===== config.mk =====
export PLATFORM = sky130hd
export DESIGN_NAME = cam_downscale
export DESIGN_NICKNAME = d
export VERILOG_FILES = /design/src/rtl/cam_downscale.sv
export SDC_FILE = /design/constraint.sdc
export NUM_CORES = 2
export LEC_CHECK = 0
export CELL_PAD_IN_SITES_DETAIL_PLACEMENT = 0
export CELL_PAD_IN_SITES_GLOBAL_PLACEMENT = 2
export CORE_UTILIZATION = 40
export CTS_CLUSTER_SIZE = 8
export DETAILED_ROUTE_END_ITERATION = 10
export PLACE_DENSITY_LB_ADDON = 0.1
export SLEW_MARGIN = 15
export SYNTH_ARGS = -nofsm -noshare
export SYNTH_HDL_FRONTEND = slang
export SYNTH_SLANG_ARGS = --single-unit

===== constraint.sdc =====
create_clock -name clk -period 15.3 [get_ports clk]
set_input_delay 3.06 -clock clk [delete_from_list [all_inputs] [get_ports clk]]
set_output_delay 3.06 -clock clk [all_outputs]
set_load 0.01 [all_outputs]

===== src/rtl/cam_downscale.sv =====
// cam_downscale: 2x2 box-filter downscaler for a raster pixel stream.
// Each 2x2 input block produces one output pixel that is the mean of its four pixels.
// Position is taken only from the incoming hcount/vcount. The block has no free-running counters.
//
// Parameters: IMG_WIDTH, IMG_HEIGHT (both even), DATA_WIDTH.
// Ports:
//   clk, rst            - clock; asynchronous active-high reset
//   in_valid            - din/hcount/vcount accepted this cycle
//   hcount, vcount      - input pixel column / line
//   din                 - input pixel
//   out_valid           - 1-cycle pulse qualifying dout/out_hcount/out_vcount
//   out_hcount/vcount   - output column / line (input position >> 1)
//   dout                - averaged 2x2 pixel
// Build option: define CAM_DOWNSCALE_ROUND_EN to round the mean to nearest.
//   The default build truncates the mean.
module cam_downscale #(
  parameter int IMG_WIDTH  = 640,
  parameter int IMG_HEIGHT = 480,
  parameter int DATA_WIDTH = 8
) (
  input  logic                              clk,
  input  logic                              rst,
  input  logic                              in_valid,
  input  logic [$clog2(IMG_WIDTH)-1:0]      hcount,
  input  logic [$clog2(IMG_HEIGHT)-1:0]     vcount,
  input  logic [DATA_WIDTH-1:0]             din,
  output logic                              out_valid,
  output logic [$clog2(IMG_WIDTH/2)-1:0]    out_hcount,
  output logic [$clog2(IMG_HEIGHT/2)-1:0]   out_vcount,
  output logic [DATA_WIDTH-1:0]             dout
);

  localparam int HW  = $clog2(IMG_WIDTH);
  localparam int VW  = $clog2(IMG_HEIGHT);
  localparam int OHW = $clog2(IMG_WIDTH/2);
  localparam int OVW = $clog2(IMG_HEIGHT/2);
  localparam int LW  = DATA_WIDTH + 1;
  localparam int SW  = DATA_WIDTH + 2;

  // Horizontal pair sums of the previous even line. This buffer is not reset.
  // Stale entries cannot reach the output because the primed flag gates the output.
  logic [LW-1:0]          r_lbuf [IMG_WIDTH/2];

  logic [DATA_WIDTH-1:0]  r_pair;
  logic                   r_primed;
  logic                   r_out_valid;
  logic [OHW-1:0]         r_out_hcount;
  logic [OVW-1:0]         r_out_vcount;
  logic [DATA_WIDTH-1:0]  r_dout;

  logic [OHW-1:0]         w_col;
  logic                   w_odd_line;
  logic                   w_odd_col;
  logic                   w_first_col;
  logic                   w_last_col;
  logic [LW-1:0]          w_pair_sum;
  logic [SW-1:0]          w_sum;
  logic [SW-1:0]          w_adj;
  logic [DATA_WIDTH-1:0]  w_avg;

  assign w_col       = hcount[HW-1:1];
  assign w_odd_line  = vcount[0];
  assign w_odd_col   = hcount[0];
  assign w_first_col = (hcount == '0);
  assign w_last_col  = (hcount == HW'(IMG_WIDTH - 1));

  assign w_pair_sum  = LW'(r_pair) + LW'(din);
  assign w_sum       = SW'(r_lbuf[w_col]) + SW'(r_pair) + SW'(din);

`ifdef CAM_DOWNSCALE_ROUND_EN
  // The maximum sum is 4*(2^DW-1), so adding 2 still fits in SW bits.
  assign w_adj = w_sum + SW'(2);
`else
  assign w_adj = w_sum;
`endif

  assign w_avg = DATA_WIDTH'(w_adj >> 2);

  always_ff @(posedge clk) begin
    if (in_valid && !w_odd_line && w_odd_col) begin
      r_lbuf[w_col] <= w_pair_sum;
    end
  end

  always_ff @(posedge clk or posedge rst) begin
    if (rst) begin
      r_pair       <= '0;
      r_primed     <= 1'b0;
      r_out_valid  <= 1'b0;
      r_out_hcount <= '0;
      r_out_vcount <= '0;
      r_dout       <= '0;
    end else begin
      r_out_valid <= 1'b0;
      if (in_valid) begin
        if (!w_odd_col) begin
          r_pair <= din;
        end
        if (!w_odd_line) begin
          if (w_first_col) begin
            r_primed <= 1'b1;
          end
        end else begin
          if (w_odd_col && r_primed) begin
            r_out_valid  <= 1'b1;
            r_dout       <= w_avg;
            r_out_hcount <= w_col;
            r_out_vcount <= vcount[VW-1:1];
          end
          // The last pixel of an odd line still uses the primed value from before this clear.
          if (w_last_col) begin
            r_primed <= 1'b0;
          end
        end
      end
    end
  end

  assign out_valid  = r_out_valid;
  assign out_hcount = r_out_hcount;
  assign out_vcount = r_out_vcount;
  assign dout       = r_dout;

endmodule


### After elaboration in Yosys (flattened, before gate mapping)

Memory sizes are Yosys's and may differ from the RTL's.
Cells that the tools add are included.

| storage, ports and cells | value |
|---|---|
| flip-flop bits (word level) | 35 |
| logic and storage cells | 30 |
| input bits | 30 |
| memory bits (writable) | 2880 |
| output and inout bits | 26 |
| memories | 1 |

| cells by class | value |
|---|---|
| mux-type cells | 8 |
| equal/unequal tests | 2 |
| $add $sub $neg | 3 |
| reduce and logical (&&, ||, !) cells | 9 |
| bitwise gates (word level) | 1 |

Memories:

| memory | words | width | read ports | clocked after Yosys merged registers in | write ports | line | RTL |
|---|---|---|---|---|---|---|---|
| r_lbuf | 320 | 9 | 1 | 0 | 1 | 42 | `logic [LW-1:0] r_lbuf [IMG_WIDTH/2];` |

Operator list:

| cell | number |
|---|---|
| 10-bit by 8-bit adder with 10-bit output | 1 |
| 9-bit by 8-bit adder with 10-bit output | 1 |
| 10-bit equality test (second input constant) | 1 |
| 10-bit zero test | 1 |
| 8-bit by 8-bit adder with 9-bit output | 1 |
| 1-bit 2-to-1 mux | 8 |
| 3-bit AND reduction | 2 |
| 1-bit logical AND | 3 |
| 2-bit by 1-bit inequality test with 1-bit output (second input constant) | 1 |
| 2-bit AND reduction | 1 |
| 2-bit nonzero test | 1 |
| 1-bit zero test | 1 |
| 1-bit inverter | 1 |

### Depth between registers and ports, before layout

| logic depth | value |
|---|---|
| depth after elaboration | 5 |
| depth in mapped cells | 26 |
| gate-level depth less buffers | 22 |

### Worst setup path after synthesis

No wires, ideal clock.

| path | value |
|---|---|
| path kind | input to register |
| from | input port din[0] |
| to | memory r_lbuf[0][6] in the netlist's numbering, data pin |
| arrival time | 13.251 ns |
| path buffers | 0 |
| slack | 0.043 ns |
| data required time | 13.294 ns |
| library setup time | 2.006 ns |
| stages on the path | 10 |
| path through | ha_1 > inv_1 > fa_1 > inv_1 > a21oi_1 > o21bai_1 > a21oi_1 > nor2_1 > nor2_1 > xnor2_1 |

| between the ends | value |
|---|---|
| longest elaborated chain between the ends | 1 |

Ends and longest elaborated chain:

| what | line | RTL |
|---|---|---|
| from (decl) | 26 | `input logic [DATA_WIDTH-1:0] din,` |
| 8-bit by 8-bit adder with 9-bit output | 67 | `assign w_pair_sum = LW'(r_pair) + LW'(din);` |
| net w_pair_sum[6] | 56 | `logic [LW-1:0] w_pair_sum;` |
| to (decl) | 42 |  |

The timed path passes the listed nets, and every way through them passes these cells.

### Final worst setup path

| path | value |
|---|---|
| from | input port hcount[1] |
| to | register r_dout[6] (netlist: dout[6]) |

| between the ends | value |
|---|---|
| longest elaborated chain between the ends | 3 |

Ends and longest elaborated chain:

| what | line | RTL |
|---|---|---|
| from (decl) | 24 | `input logic [$clog2(IMG_WIDTH)-1:0] hcount,` |
| memory read 320 x 9 bit | n/a |  |
| 9-bit by 8-bit adder with 10-bit output | 68 | `assign w_sum = SW'(r_lbuf[w_col]) + SW'(r_pair) + SW'(din);` |
| 10-bit by 8-bit adder with 10-bit output | 68 |  |
| to (signal assigned) | 106 | `r_dout <= w_avg;` |
| to (decl) | 49 | `logic [DATA_WIDTH-1:0] r_dout;` |

No other way between the ends.
A chain may end at the register's enable or synchronous reset.

==> run metrics <==
status=completed; pre-CTS setup slack=~4600 ps; Final GP Congestion=around 0.76; kind of start point of the critical path=input port; Final min period=9520 ps; Hold-fix buffers, CTS=0; P_leak=about 0.040 uW; Max Slew Vio Count=0; Reg2Reg Depth=22; clock network power share=41.1%; max_cap viols=0; number of synthesized register bits=2915; core area=between 200000 and 300000 um^2; final-report hold violation count=0; relative slew slack=between 15 and 20%; Reg-to-Reg Start=r_lbuf[183][1]; Tot GR Track Use=22.3%; Critical path destination=dout[6]; Pre-antenna DRT Iters=5; critical path, cell by cell=buf_8 -> buf_4 -> buf_4 -> buf_4 -> mux4_2 -> mux4_2 -> mux4_2 -> mux2_2 -> a22oi_1 -> nand3_1 -> fa_1 -> ha_1 -> a211o_1 -> or3_1 -> nor4_1 -> nor3_1 -> xnor2_1 -> o21ai_0; Crit path largest cell delay=~770 ps; FFs w/ async S/R, synth=1.20%; count of cell types in the netlist=55; Starting Density=about 40%; final core utilization=around 46%; Pwr per Cell Area=between 100 and 150 nW/um^2; post-synth net total=just under 5000; critical path class=input port to flop; CP delay by family, top=buffers and inverters; Int Power=between 10000 and 15000 uW; root buf cell=clkbuf_16; Sw Ratio=around a quarter; Post-synth EDFFs=between 2000 and 3000; DR vias/cell=around 5.8; dpl cells=between 8000 and 9000; H-tree levels=5; Layout area overhead=14.5%; Die Width=approximately 530 um; maximum vdd drop=175 uV; critical path buffer and inverter count=4; final setup fails=0; highest clock rate=between 0.1 and 0.15 GHz; combinational share of power=9.0%; share of cells above drive strength 1=between 20% and 30%; vias in the first global route=~55000; Routed wire per std cell=35.0 um; post-CTS sizing=0; total grt overflow=0; CP Data Arrival Time=10280 ps; Cell Rows=194; deepest clock path buffer count=4; Num CTS Buffers=403; Post-Route WL=approximately 320 mm; GR Util met2=36.9%; Psw=4520 uW; Synth Instances=between 4000 and 5000; Clock Skew=just under 40 ps; Synth Flop Type=edfxtp_1; sequential share of power=49.8%; Req. time, crit path=~16000 ps; worst reg-to-reg setup slack=9510 ps; worst-path maximum fanout=55; mean area per synthesized cell=~23 um^2; Detailed Route Iter0 Violations=slightly above 5000; RR Endpoint=dout[7]; port bufs=between 50 and 60; Worst-Skew Late Latency=~940 ps; pin count of the biggest net entering global routing=205; DP Wirelength=approximately 190 mm; IO Count=56; number of remaining DRC errors=0; Tcrit/Tclk final=around 62%; Die Y=534 um; Worst path depth=18; nets=approximately 5300; die area=~290000 um^2; post-CTS setup buffer count=0; worst hold path type=flop to flop; RSZ-0062 raised after global routing=no; via count=approximately 53000; CTS tree=yes; grt peak-use layer=met2; Yosys warnings=0; Setup TNS Final=0 ps; initial antenna violation count=14; Least-Margin Pin Slew=around 1200 ps; CTS Sinks=between 2000 and 3000; CP Capture Type=flop; clock-pin slew on the worst setup and hold paths=about 50 ps; met3 Track Usage GR=approximately 3.2%; Crit. Startpoint=hcount[1]; mapped cell area=roughly 110000 um^2; Post-Layout Cell Count=slightly above 9000; Slowest cell on crit path=buf_4; first-pass GRT wire length=between 400 and 500 mm; worst setup margin=5780 ps; antenna-violating nets left=0; Seq/Total Area, Yosys=77.2%; met1 Track Usage GR=a little under a third
## layout make-up
class                           instances  area, um^2
Clock buffer                          437       10400
Antenna cell                            8        20.0
Multi-Input combinational cell       1689       24600
Timing Repair Buffer                  256        2240
Tap cell                             3724        4660
Clock inverter                         21         344
Sequential cell                      2915       87400
Inverter                               18        75.1
Fill cell                           23124      151000
## placed cells by master (no fill, tap or decap), types with 5 or more instances in the layout
| cell | count |
|---|---|
| mux4_2 | 876 |
| clkbuf_16 | 410 |
| nand4_1 | 8 |
| nor2b_1 | 6 |
| nand2b_1 | 6 |
| clkdlybuf4s50_1 | 49 |
| diode_2 | 8 |
| nand3_1 | 15 |
| a31oi_1 | 5 |
| clkbuf_1 | 27 |
| o21ai_0 | 24 |
| a22o_1 | 6 |
| edfxtp_1 | 2880 |
| buf_4 | 190 |
| a22oi_1 | 29 |
| nor4_1 | 7 |
| xnor2_2 | 5 |
| nand2_1 | 112 |
| a21oi_1 | 23 |
| nor2_1 | 314 |
| buf_12 | 13 |
| dfrtp_1 | 35 |
| mux2_2 | 12 |
| clkinv_16 | 5 |
| nor2_2 | 24 |
| inv_6 | 8 |
| mux2i_1 | 92 |
| ha_1 | 14 |
| nand2_2 | 12 |
| nor3_1 | 10 |
| fa_1 | 9 |
| inv_1 | 14 |
| a221oi_1 | 8 |
## per-stage QoR
step	area, um^2	total power, uW	hold WS [ps]
after detailed placement	119000	11500	463
after floorplan	113000	11000	485
final	130000	19200	476
after global placement	119000	11500	461
after CTS	130000	19400	476
after global routing	130000	19800	496
## per-layer routing
| metal | vias up | wire, um |
|---|---|---|
| met1 | 29172 | 137000 |
| met3 | 467 | 15900 |
| met2 | 1550 | 156000 |
| met4 | 2 | 8100 |
| met5 | - | 17 |
| li1 | 21399 | - |
## registers in the layout, summed over array words and instances, names as in the netlist
| signal | flops |
|---|---|
| out_hcount | 9 |
| out_valid | 1 |
| r_pair | 8 |
| out_vcount | 8 |
| dout | 8 |
| r_lbuf | 2880 |
| r_primed | 1 |
## power groups by stage
stage | clock network (uW) | registers, uW | logic [uW]
floorplan | 0 | 10100 | 893
global placement | 0 | 9730 | 1750
detailed placement | 0 | 9730 | 1800
CTS | 8070 | 9580 | 1790
global route | 8350 | 9580 | 1870
finish | 7910 | 9590 | 1740
## worst min-delay path by stage
stage | startpoint | end | slack, ps | cells after the start
final | out_hcount[2] | out_hcount[2] | 480 | 2
after global routing | out_hcount[2] | out_hcount[2] | 500 | 2
after CTS | out_vcount[5] | out_vcount[5] | 480 | 2
after detailed placement | out_vcount[5] | out_vcount[5] | 460 | 2
after global placement | out_vcount[6] | out_vcount[6] | 460 | 2
after floorplan | r_pair[0] | r_pair[0] | 480 | 1
## synthesized netlist by cell type (all sizes together), types with 5 or more instances
cell	instances	area, um^2
nor4	7	43.8
o21ai	24	120
mux4	876	19700
a31oi	5	31.3
a221oi	8	70.1
nand2b	6	37.5
nor2	339	1270
nand2	124	465
nor2b	10	62.6
fa	9	180
and2	5	31.3
edfxtp	2880	86500
nor3	12	60.1
clkbuf	105	394
nand4	8	50.1
nand3	19	95.1
dfrtp	35	876
a22o	6	52.6
ha	15	188
inv	16	60.1
mux2i	92	921
a21o	5	37.5
a22oi	29	218
a21oi	23	115
buf	186	1030
xnor2	9	78.8
mux2	12	135
## cell families (layout without fill, tap and decap cells)
group	Yosys count	count (layout)	share of synthesized area, %
AOI/OAI and AO/OA	129	129	0.782
xor gates and xnor gates	11	11	0.0851
adders and majority gates	24	24	0.325
buffers and inverters	309	732	1.32
DFF	2915	2915	77.2
muxes	980	980	18.4
other	0	8	0
and+or+nand+nor	545	545	1.96
## worst reg2reg max path: stages, from the launching register on
cell	delay (ps)
edfxtp_1	390
mux4_2	480
mux4_2	520
mux4_2	510
and3_1	190
a31oi_1	210
o21ai_0	360
a221oi_1	420
fa_1	500
nor2_1	100
nand2_1	60
a311o_1	360
a21oi_1	130
a21oi_1	100
fa_1	480
nor2_1	100
o21ai_0	70
nand2b_1	130
a21o_1	130
a21o_1	140
a21o_1	120
a21oi_1	60
o21ai_0	130
No activity file was read; power rests on OpenSTA's default activity.
